`config.mk`:
```
export PLATFORM = sky130hd
export DESIGN_NAME = iz_param_loader_flat
export DESIGN_NICKNAME = d
export VERILOG_FILES = /design/src/rtl/iz_param_loader_if.sv /design/src/rtl/iz_param_loader.sv /design/src/flat_wrapper.sv
export SDC_FILE = /design/constraint.sdc
export NUM_CORES = 1
export LEC_CHECK = 0
export CAP_MARGIN = 20
export CORE_UTILIZATION = 45
export DETAILED_ROUTE_END_ITERATION = 7
export GPL_ROUTABILITY_DRIVEN = 0
export PLACE_DENSITY = 0.67
export SLEW_MARGIN = 30
export SYNTH_ARGS = -nofsm -noshare
export SYNTH_HDL_FRONTEND = slang
export SYNTH_SLANG_ARGS = --single-unit
```
`constraint.sdc`:
```
create_clock -name i_clk -period 2.1 [get_ports i_clk]
set_clock_uncertainty 0.15 [all_clocks]
set_input_delay 0.315 -clock i_clk [delete_from_list [all_inputs] [get_ports i_clk]]
set_output_delay 0.315 -clock i_clk [all_outputs]
set_load 0.01 [all_outputs]
```
`src/rtl/iz_param_loader_if.sv`:
```
// Parameter-load bus between an upstream byte source and iz_param_loader.
// Carries the 8-bit valid/ready byte stream plus the committed parameter set,
// the sticky params_ready flag and the frame_done/frame_error pulses.
// Ports: master = byte source / parameter consumer, slave = the loader.
interface iz_param_loader_if;
    logic [7:0]         load_data;
    logic               load_valid;
    logic               load_ready;
    logic signed [15:0] param_a;
    logic signed [15:0] param_b;
    logic signed [15:0] param_c;
    logic signed [15:0] param_d;
    logic               params_ready;
    logic               frame_done;
    logic               frame_error;

    modport master (
        output load_data, load_valid,
        input  load_ready, param_a, param_b, param_c, param_d,
        input  params_ready, frame_done, frame_error
    );

    modport slave (
        input  load_data, load_valid,
        output load_ready, param_a, param_b, param_c, param_d,
        output params_ready, frame_done, frame_error
    );
endinterface

```
`src/rtl/iz_param_loader.sv`:
```
// Byte-serial a/b/c/d parameter loader feeding the Izhikevich neuron core.
// Latency: params visible one cycle after the last frame byte is accepted (COMMIT cycle).
// Backpressure: load_ready drops only during the single COMMIT cycle.
//
// Ports: i_clk (rising edge), i_reset (synchronous, active-low),
//        bus (iz_param_loader_if.slave): load_data/load_valid/load_ready byte
//        stream in; param_a..param_d, params_ready, frame_done, frame_error out.
// Frame: SYNC_BYTE, a_hi, a_lo, b_hi, b_lo, c_hi, c_lo, d_hi, d_lo.
// Optional macro IZ_LOADER_CHECKSUM_EN: adds a trailing XOR-of-data checksum byte;
// a mismatch aborts the frame with frame_error.
module iz_param_loader #(
    parameter logic [7:0]         SYNC_BYTE      = 8'hA5,
    parameter int                 TIMEOUT_CYCLES = 255,
    parameter logic signed [15:0] DEF_A          = 16'sd1,
    parameter logic signed [15:0] DEF_B          = 16'sd13,
    parameter logic signed [15:0] DEF_C          = -16'sd4160,
    parameter logic signed [15:0] DEF_D          = 16'sd512
) (
    input  logic               i_clk,
    input  logic               i_reset,
    iz_param_loader_if.slave   bus
);

    localparam logic [15:0] TIMEOUT_W = 16'(TIMEOUT_CYCLES);

    typedef enum logic [1:0] {
        S_IDLE,
        S_RECV,
        S_COMMIT
    } state_t;

    state_t             r_state;
    logic [7:0]         r_shadow [0:7];
    logic [3:0]         r_byte_cnt;
    logic [15:0]        r_timer;
    logic               r_load_ready;
    logic               r_params_ready;
    logic               r_frame_done;
    logic               r_frame_error;
    logic signed [15:0] r_param_a;
    logic signed [15:0] r_param_b;
    logic signed [15:0] r_param_c;
    logic signed [15:0] r_param_d;
`ifdef IZ_LOADER_CHECKSUM_EN
    logic [7:0]         r_xor;
`endif

    logic w_xfer;
    assign w_xfer = bus.load_valid && r_load_ready;

    always_ff @(posedge i_clk) begin
        if (!i_reset) begin
            r_state        <= S_IDLE;
            r_byte_cnt     <= 4'd0;
            r_timer        <= 16'd0;
            r_load_ready   <= 1'b1;
            r_params_ready <= 1'b0;
            r_frame_done   <= 1'b0;
            r_frame_error  <= 1'b0;
            r_param_a      <= DEF_A;
            r_param_b      <= DEF_B;
            r_param_c      <= DEF_C;
            r_param_d      <= DEF_D;
            for (int k = 0; k < 8; k++) begin
                r_shadow[k] <= 8'h00;
            end
`ifdef IZ_LOADER_CHECKSUM_EN
            r_xor          <= 8'h00;
`endif
        end else begin
            // Pulses are single-cycle by default; set below only on the event edge.
            r_frame_done  <= 1'b0;
            r_frame_error <= 1'b0;

            case (r_state)
                S_IDLE: begin
                    r_load_ready <= 1'b1;
                    // Anything other than the sync marker is line noise here.
                    if (w_xfer && (bus.load_data == SYNC_BYTE)) begin
                        r_state    <= S_RECV;
                        r_byte_cnt <= 4'd0;
                        r_timer    <= 16'd0;
`ifdef IZ_LOADER_CHECKSUM_EN
                        r_xor      <= 8'h00;
`endif
                    end
                end

                S_RECV: begin
                    if (w_xfer) begin
                        // A sync-valued byte inside a frame is ordinary data.
                        r_timer <= 16'd0;
`ifdef IZ_LOADER_CHECKSUM_EN
                        if (r_byte_cnt == 4'd8) begin
                            if (bus.load_data == r_xor) begin
                                r_state      <= S_COMMIT;
                                r_load_ready <= 1'b0;
                            end else begin
                                r_state       <= S_IDLE;
                                r_frame_error <= 1'b1;
                            end
                        end else begin
                            r_shadow[r_byte_cnt[2:0]] <= bus.load_data;
                            r_xor                     <= r_xor ^ bus.load_data;
                            r_byte_cnt                <= r_byte_cnt + 4'd1;
                        end
`else
                        r_shadow[r_byte_cnt[2:0]] <= bus.load_data;
                        r_byte_cnt                <= r_byte_cnt + 4'd1;
                        if (r_byte_cnt == 4'd7) begin
                            r_state      <= S_COMMIT;
                            r_load_ready <= 1'b0;
                        end
`endif
                    end else if (r_timer == TIMEOUT_W) begin
                        // Stalled frame: drop it, committed params untouched.
                        r_state       <= S_IDLE;
                        r_frame_error <= 1'b1;
                        r_timer       <= 16'd0;
                        r_byte_cnt    <= 4'd0;
                    end else begin
                        r_timer <= r_timer + 16'd1;
                    end
                end

                S_COMMIT: begin
                    // All four words and the flags move on one edge so the core
                    // never observes a half-updated parameter set.
                    r_param_a      <= {r_shadow[0], r_shadow[1]};
                    r_param_b      <= {r_shadow[2], r_shadow[3]};
                    r_param_c      <= {r_shadow[4], r_shadow[5]};
                    r_param_d      <= {r_shadow[6], r_shadow[7]};
                    r_params_ready <= 1'b1;
                    r_frame_done   <= 1'b1;
                    r_load_ready   <= 1'b1;
                    r_byte_cnt     <= 4'd0;
                    r_state        <= S_IDLE;
                end

                default: begin
                    r_state      <= S_IDLE;
                    r_load_ready <= 1'b1;
                end
            endcase
        end
    end

    assign bus.load_ready   = r_load_ready;
    assign bus.param_a      = r_param_a;
    assign bus.param_b      = r_param_b;
    assign bus.param_c      = r_param_c;
    assign bus.param_d      = r_param_d;
    assign bus.params_ready = r_params_ready;
    assign bus.frame_done   = r_frame_done;
    assign bus.frame_error  = r_frame_error;

endmodule

```
`src/flat_wrapper.sv`:
```
// flat-port wrapper written by rule: the top's interface ports become plain ports
module iz_param_loader_flat 
#(
    parameter logic [7:0]         SYNC_BYTE      = 8'hA5,
    parameter int                 TIMEOUT_CYCLES = 255,
    parameter logic signed [15:0] DEF_A          = 16'sd1,
    parameter logic signed [15:0] DEF_B          = 16'sd13,
    parameter logic signed [15:0] DEF_C          = -16'sd4160,
    parameter logic signed [15:0] DEF_D          = 16'sd512
)
  (i_clk, i_reset, bus_load_data, bus_load_valid, bus_load_ready, bus_param_a, bus_param_b, bus_param_c, bus_param_d, bus_params_ready, bus_frame_done, bus_frame_error);
  iz_param_loader_if bus_i ();
  input  logic i_clk;
  input  logic i_reset;
  input wire logic [$bits(bus_i.load_data)-1:0] bus_load_data;
  input wire logic [$bits(bus_i.load_valid)-1:0] bus_load_valid;
  output wire logic [$bits(bus_i.load_ready)-1:0] bus_load_ready;
  output wire logic [$bits(bus_i.param_a)-1:0] bus_param_a;
  output wire logic [$bits(bus_i.param_b)-1:0] bus_param_b;
  output wire logic [$bits(bus_i.param_c)-1:0] bus_param_c;
  output wire logic [$bits(bus_i.param_d)-1:0] bus_param_d;
  output wire logic [$bits(bus_i.params_ready)-1:0] bus_params_ready;
  output wire logic [$bits(bus_i.frame_done)-1:0] bus_frame_done;
  output wire logic [$bits(bus_i.frame_error)-1:0] bus_frame_error;
  assign bus_i.load_data = bus_load_data;
  assign bus_i.load_valid = bus_load_valid;
  assign bus_load_ready = bus_i.load_ready;
  assign bus_param_a = bus_i.param_a;
  assign bus_param_b = bus_i.param_b;
  assign bus_param_c = bus_i.param_c;
  assign bus_param_d = bus_i.param_d;
  assign bus_params_ready = bus_i.params_ready;
  assign bus_frame_done = bus_i.frame_done;
  assign bus_frame_error = bus_i.frame_error;
  iz_param_loader #(.SYNC_BYTE(SYNC_BYTE), .TIMEOUT_CYCLES(TIMEOUT_CYCLES), .DEF_A(DEF_A), .DEF_B(DEF_B), .DEF_C(DEF_C), .DEF_D(DEF_D)) u_core (.i_clk(i_clk), .i_reset(i_reset), .bus(bus_i));
endmodule
```
* Yosys cells after proc, flatten, opt, wreduce, memory -nomap -nowiden
Memories as Yosys holds them, arrays and structs flattened. A register that Yosys moved wholly into a read port is not among the register bits. Index checks and enable logic that the tools add are counted.
Storage, ports and cells: bits in writable memories 64, logic and storage cells 63, bits in registers 26, bits of input ports 11, output and inout port bits 68, memories 1
Cells by class: reductions and logical operators 20, multiplexer cells 23, $add $sub $neg 2, eq/ne operators 8, bitwise operators 2
Memory list:
- u_core.r_shadow | depth 8, bits a word 8, read ports 8, clocked after memory_dff 8, write ports 8, RTL line iz_param_loader.sv:33 | logic [7:0] r_shadow [0:7];
Operators with widths (number):
- $mux W16 | 3
- $pmux W16 S2 | 1
- $add A16 B1 Y16 const B | 1
- $eq A16 B8 Y1 const B | 1
- $mux W4 | 3
- $pmux W4 S3 | 1
- $eq A8 B8 Y1 const B | 1
- $logic_not A1 Y1 | 8
- $mux W1 | 8
- $mux W2 | 4
- $mux W8 | 1
- $reduce_or A8 Y1 | 1
- $reduce_and A2 Y1 | 3
- $reduce_and A3 Y1 | 2
- $add A4 B1 Y4 const B | 1
- $eq A4 B3 Y1 const B | 1
- $pmux W2 S2 | 1
- $mux W3 | 1
- $ne A3 B1 Y1 const B | 1
- $ne A3 B3 Y1 const B | 1
- $reduce_bool A3 Y1 | 1
- $reduce_or A3 Y1 | 1
- $eq A2 B1 Y1 const B | 1
- $eq A2 B2 Y1 const B | 1
- other kinds (5) | 7

* Logic depth before layout (Yosys ltp)
Gate-level depths: netlist of run 1.
depth after elaboration 7, gate-level depth with buffers 7, gate-level depth less buffers 5

* Worst setup path before layout of run 1
OpenSTA, ideal clock, no wires.
kind register to register, start point reg u_core.r_load_ready (netlist: u_core.bus.load_ready), end point mem u_core.r_shadow[7][0], enable pin, setup time 0.384 ns, buffers on the path 1, cell stages (with the launch flop) 5, data arrival time 1.455 ns, required time 1.566 ns, path slack 0.111 ns, clock period less this slack 1.989 ns, path through dfxtp_1 > and2_4 > buf_6 > nand3_1 > o21ai_0
RTL lines:
- start, declared | RTL line iz_param_loader.sv:36 | logic r_load_ready;
- start signal, assigned | RTL line iz_param_loader.sv:56 | r_load_ready <= 1'b1;
- start signal, assigned | RTL line iz_param_loader.sv:77 | r_load_ready <= 1'b1;
- start signal, assigned | RTL line iz_param_loader.sv:112 | r_load_ready <= 1'b0;
- end, declared | RTL line iz_param_loader.sv:33

* Worst setup path after layout of run 1
start point reg u_core.r_timer[0], end point reg u_core.r_timer[9]
On the way: cells in the longest elaborated chain, start to end 4, elaborated cells between the ends (all ways) 5, classes of those cells add/sub: 1; eq/ne: 1; mux: 3
RTL lines:
- start, declared | RTL line iz_param_loader.sv:35 | logic [15:0] r_timer;
- start signal, assigned | RTL line iz_param_loader.sv:122 | r_timer <= r_timer + 16'd1;
- $add A16 B1 Y16 or $eq A16 B8 Y1 (tied branches) | RTL line iz_param_loader.sv:122, iz_param_loader.sv:115
- $mux W16 (*) | RTL line iz_param_loader.sv:115 | end else if (r_timer == TIMEOUT_W) begin
- $mux W16 (*) | RTL line iz_param_loader.sv:90 | if (w_xfer) begin
- $pmux W16 S2 (*) | RTL line iz_param_loader.sv:75 | case (r_state)
Every way passes the cells marked *; elsewhere a longest branch is shown, timed or not. A chain may end at the register's enable or synchronous reset.

==> results of run 1 <==
[path summary, 6_finish.rpt]
check        slack, ns                    end                   from  depth (start not counted)
min               0.30  u_core.bus.param_d[5]  u_core.bus.param_d[5]                          2
min reg2reg       0.30  u_core.bus.param_d[5]  u_core.bus.param_d[5]                          2
max                0.1      u_core.r_timer[9]      u_core.r_timer[0]                          7
max reg2reg        0.1      u_core.r_timer[9]      u_core.r_timer[0]                          7
[area by class of cell]
class	count	area (um^2)
inverters	9	33.78
multi-input cells	388	2215
repair buffers	132	1236
clock inverters	13	116.4
fillers	1097	5295
clock buffers	19	454.2
well taps	176	220.2
flip-flops and latches	154	3725
[Yosys cell counts (all sizes together), types with 8 or more instances]
cell / instances / share of area, %
a21oi: 51 / 4.2
and2: 70 / 7.2
buf: 19 / 1.9
clkbuf: 13 / 1.1
dfxtp: 90 / 29
edfxtp: 64 / 31
inv: 9 / 0.55
nand2: 138 / 8.5
nand3: 31 / 2.5
nand4: 8 / 0.81
nor2: 9 / 0.55
nor3: 8 / 0.90
[per-stage QoR]
step / util, % / total power [uW] / cells
global placement: 55.70 / 3403 / 856
global route: 60.17 / 6464 / 891
finish: 60.17 / 6257 / 891
CTS: 59.99 / 6315 / 888
floorplan: - / 3292 / 583
detailed placement: 55.70 / 3406 / 856
[flip-flops by register name, summed over array words and instances, names as in the netlist]
signal / flops
u_core.r_state: 2
u_core.bus.param_b: 16
u_core.r_shadow: 64
u_core.r_byte_cnt: 4
u_core.bus.frame_error: 1
u_core.bus.param_c: 16
u_core.bus.params_ready: 1
u_core.bus.param_d: 16
u_core.bus.frame_done: 1
u_core.r_timer: 16
u_core.bus.param_a: 16
u_core.bus.load_ready: 1
[power breakdown]
part / internal (uW) / switching [uW] / total [uW]
combinational: 72.0 / 108 / 180
clock: 1700 / 1210 / 2910
sequential: 3150 / 14.2 / 3160
[per-layer routing]
layer / up-vias / wire (um) / global-route usage, %
met1: 2221 / 6342 / 26.84
met5: - / 0 / 0
met4: 0 / 187 / 7.753
li1: 2274 / - / -
met3: 16 / 618 / 5.556
met2: 113 / 6531 / 32.05
[critical path, delay by kind of cell (launching register included)]
family / cells / cell delay [ns]
and+or+nand+nor: 3 / 0.74
DFF: 1 / 0.34
buffers and inverters: 2 / 0.31
adders and majority gates: 1 / 0.24
muxes: 1 / 0.15
[placed cells by master, fill, tap and decap left out, types with 4 or more instances in the layout]
cell type / instances
inv_1: 8
clkbuf_16: 18
nor2_1: 9
buf_4: 50
nand3_1: 31
nand4_1: 8
edfxtp_1: 64
nor4_4: 4
a32oi_1: 7
dfxtp_1: 89
a221o_1: 4
o21ai_0: 6
and2_1: 67
nand2_1: 136
buf_12: 4
a21oi_1: 51
mux2i_1: 6
clkdlybuf4s50_1: 78
nor3_1: 5
and4_1: 5
nand2b_1: 7
[cells by family after synthesis]
family | Yosys count | synth area share (%)
AO/OA/AOI/OAI | 86 | 8.993
adder cells (fa/ha/maj) | 2 | 0.4069
buffers and inverters | 41 | 3.601
flip-flops | 154 | 60.55
multiplexers | 6 | 0.9766
AND/OR/NAND/NOR | 294 | 25.47
[what timing repair did]
action                                  CTS  global route
endpoints found under the setup margin    1            10
resized for setup                         0             2
buffers inserted                          0             3
pin swaps                                 1             1
==> results.ini, run 1 <==
[floorplan]
dieArea_um2=14140
pin_count=79
start_util_pct=46.25
die_x_um=118.9
fp.dieH_um=118.9
rows=42
core_um2=13300

[timing]
slew_viol_final=0
finalSetupViolations=0
rsz0062_at_grt=false
max_slew_margin_pct=68.06
hold_slack_ns=0.3033
fin_crit_sh_pct=95.46
finalSetupTns_ns=0
worstMarginPinSlew_ns=0.4790
fmax_mhz=498.9
timing.final.ws_setup_ns=0.09540
period_needed_ns=2.005
finalHoldViolCount=0

[worst_hold_path]
hp-class=flop to flop

[routing]
dr.pass1.iters=4
routedWlPerCell_um=15.35
postRouteAntennaNets=0
routed_wirelength_um=13680
vias_per_cell=5.190
vias=4624
drt_iter0_drc=373
drc=0

[cts]
insertion_delay_ns=0.42
clkTransAtPathRegs_ns=0.06
hold_buffers=0
cts.path.max_buffers=2
h-tree-depth=4
cts-root-buf=clkbuf_16
cts_made_buffers=17
tritoncts=built
cts.sinks=154

[synth]
yosysUniqueCellTypes=49
avgSynthCellArea_um2=10.55
synthesis.area_um2=6150
ys_seq_area_share_pct=60.55
synth_edf_count=64
yosysWarnings=0
ys_ff_latch=154
ys_async_sr_fraction_pct=0
synthesis.nets=596
synth_top_flop_cell=dfxtp_1
netlist_instances=583

[place]
numPortBuffers=78
dp_slack_ns=-0.1789
dp.final_hpwl_um=9437
post_dp_cell_area_um2=7406

[worst_setup_path]
max_stage_delay_ns=0.43
critPathCaptureType=flop
cp_cell_sequence=ha_1 -> and4_1 -> nand4_1 -> buf_4 -> buf_4 -> or4b_1 -> mux2i_1
critical_path_required_ns=2.29
cp_common_cell=buf_4
cp-start-kind=flop
critical_path_peak_fanout=7
cp_slowest_cell=or4b_1
path_class=flop to flop
worstPathArrival_ns=2.20

[global_route]
grt_remaining_overflow=0
first_global_vias=4312
grt_start_max_net_pins=66
grt_antenna_before_repair=0
grt_pass1_wl_um=22230
track_usage_pct=20.39

[run]
drv_cap=0

[pwr]
powerDensity_nw_per_um2=782.1
vdd_drop_max_mv=0.4888
power_leakage_uw=0.002916

[cells_and_area]
drive_gt1_share_pct=14.83
design_area_um2=8000
fin_nets=715
syn_to_final_growth_pct=30.09
diodes=0

[outcome]
status=finished, final reports clean

(Power assumes the default switching activity.)
==> run 2: changes to the inputs <==
Settings changed: CAP_MARGIN 20 to 10.
Clock period 2.1 ns to 2.5 ns, I/O delays scaled along.
==> run 2 against run 1 <==
- die area unchanged
- power down 15%
- flip-flop and latch count unchanged
- critical path depth down 1
- hold slack worse by 0.0025 ns
- clock power down 13%
- non-clock buffer count down 23
- sequential power down 16%
- worst setup slack better by 0.23 ns
- critical endpoint is now u_core.r_timer[11]
- routed wire length down 2.5%
==> results.ini, run 2 (synthesized netlist as in run 1, its figures left out) <==
[timing]
rsz0062_at_grt=false
finalSetupTns_ns=0  ; unchanged
slew_viol_final=0  ; unchanged
fin_crit_sh_pct=87.17  ; -8.3 points
hold_slack_ns=0.3009  ; -0.002473 ns
max_slew_margin_pct=66.51  ; -1.6 points
period_needed_ns=2.179  ; +0.1747 ns
fmax_mhz=458.9  ; -8.0%
worstMarginPinSlew_ns=0.5016  ; +0.02262 ns
finalSetupViolations=0  ; unchanged
finalHoldViolCount=0  ; unchanged

[cells_and_area]
syn_to_final_growth_pct=26.71
drive_gt1_share_pct=11.27  ; -3.6 points
top_register=u_core.r_shadow
diodes=0  ; unchanged
finalNonFillerCells=868  ; -2.6%
final_common_cell=nand2_1
fin_nets=692  ; -3.2%
largest_register_ffs=64  ; unchanged
layout_common_cells=136 x nand2_1, 90 x dfxtp_1, 78 x clkdlybuf4s50_1, 67 x and2_1, 64 x edfxtp_1

[cts]
cts_made_buffers=17  ; unchanged
insertion_delay_ns=0.42  ; about the same
cts.sinks=154  ; unchanged
post_cts_resized=0  ; unchanged
clkTransAtPathRegs_ns=0.06  ; about the same
cts-root-buf=clkbuf_16
cts_setup_buffers=0  ; unchanged
cts.path.max_buffers=2  ; unchanged
hold_buffers=0  ; unchanged
tritoncts=built
h-tree-depth=4  ; unchanged

[pwr]
powerDensity_nw_per_um2=680.7  ; -13%
vdd_drop_max_mv=0.3523  ; -28%
power_leakage_uw=0.002801  ; -3.9%

[worst_setup_path]
critPathLaunch=u_core.r_timer[0]
r2r-start=u_core.r_timer[0]
worstPathArrival_ns=2.33  ; +0.13 ns
critical_path_peak_fanout=10  ; +3
critPathCaptureType=flop
cp-start-kind=flop
critical_path_required_ns=2.65  ; +0.36 ns
path_class=flop to flop

[global_route]
grt_pass1_wl_um=22140  ; -0.43%
first_global_vias=4291  ; -0.49%
grt_remaining_overflow=0  ; unchanged
grt_antenna_before_repair=0  ; unchanged
track_usage_pct=20.29  ; -0.097 points
grt_start_max_net_pins=46  ; -30%

[floorplan]
fp.dieH_um=118.9  ; unchanged
core_um2=13300  ; unchanged
die_x_um=118.9  ; unchanged
rows=42  ; unchanged
start_util_pct=46.25  ; unchanged
dieArea_um2=14140  ; unchanged
pin_count=79  ; unchanged

[place]
place_inst=836  ; -2.3%
numPortBuffers=78  ; unchanged
dp.final_hpwl_um=9245  ; -2.0%

[routing]
drc=0  ; unchanged
postRouteAntennaNets=0  ; unchanged
routedWlPerCell_um=15.36  ; about the same
drt_iter0_drc=418  ; +12%
dr.pass1.iters=4  ; unchanged
routed_wirelength_um=13340  ; -2.5%
vias_per_cell=5.157  ; -0.64%
vias=4476  ; -3.2%

[worst_hold_path]
hp-class=flop to flop
worstHoldStart=u_core.bus.param_d[12]

[run]
drv_cap=0  ; unchanged

[outcome]
status=finished, final reports clean

==> run 2: worst paths after layout <==
| check | end | slack, ns | depth (start not counted) |
|---|---|---|---|
| worst min register to register | u_core.bus.param_d[12] | 0.30 | 2 |
| worst max register to register | u_core.r_timer[11] | 0.32 | 6 |
| worst max-delay path | u_core.r_timer[11] | 0.32 | 6 |
| worst min-delay path | u_core.bus.param_d[12] | 0.30 | 2 |
==> run 2: layout make-up <==
type,instances,area (um^2)
clock buffer,21,460.4
clock inverter,11,126.4
fill,1113,5503
inverter,9,33.78
multi-input combinational,388,2215
sequential,154,3724
tap,176,220.2
timing repair buffer,109,1013
==> run 2: through the flow <==
| step | util (%) | total power (uW) | worst slack, ns | instance area, um^2 |
|---|---|---|---|---|
| 2_1_floorplan | - | 2766 | 0.4812 | 6150 |
| 3_3_place_gp | 54.20 | 2836 | 0.1247 | 7206 |
| 3_5_place_dp | 54.20 | 2837 | 0.09495 | 7206 |
| 4_1_cts | 58.61 | 5353 | 0.3239 | 7792 |
| 5_1_grt | 58.61 | 5459 | 0.1803 | 7792 |
| 6_report | 58.61 | 5305 | 0.3207 | 7792 |
==> run 2: power breakdown <==
group	internal (uW)	switching, uW	total (uW)
Clock	1600	921	2520
Combinational	39.2	83.9	123
Sequential	2650	12.6	2660
==> run 2: critical path: stages, from the launching register on <==
cell	delay, ns
dfxtp_1	0.40
ha_1	0.23
and4_1	0.33
buf_4	0.19
a41oi_4	0.22
and2_4	0.26
a221o_1	0.29
==> run 2: routing by layer <==
metal | share of wire, % | track usage [%]
met5 | 0 | 0
met4 | 1.2 | 8.149
met3 | 4.9 | 4.023
met2 | 48 | 32.57
met1 | 45 | 26.92
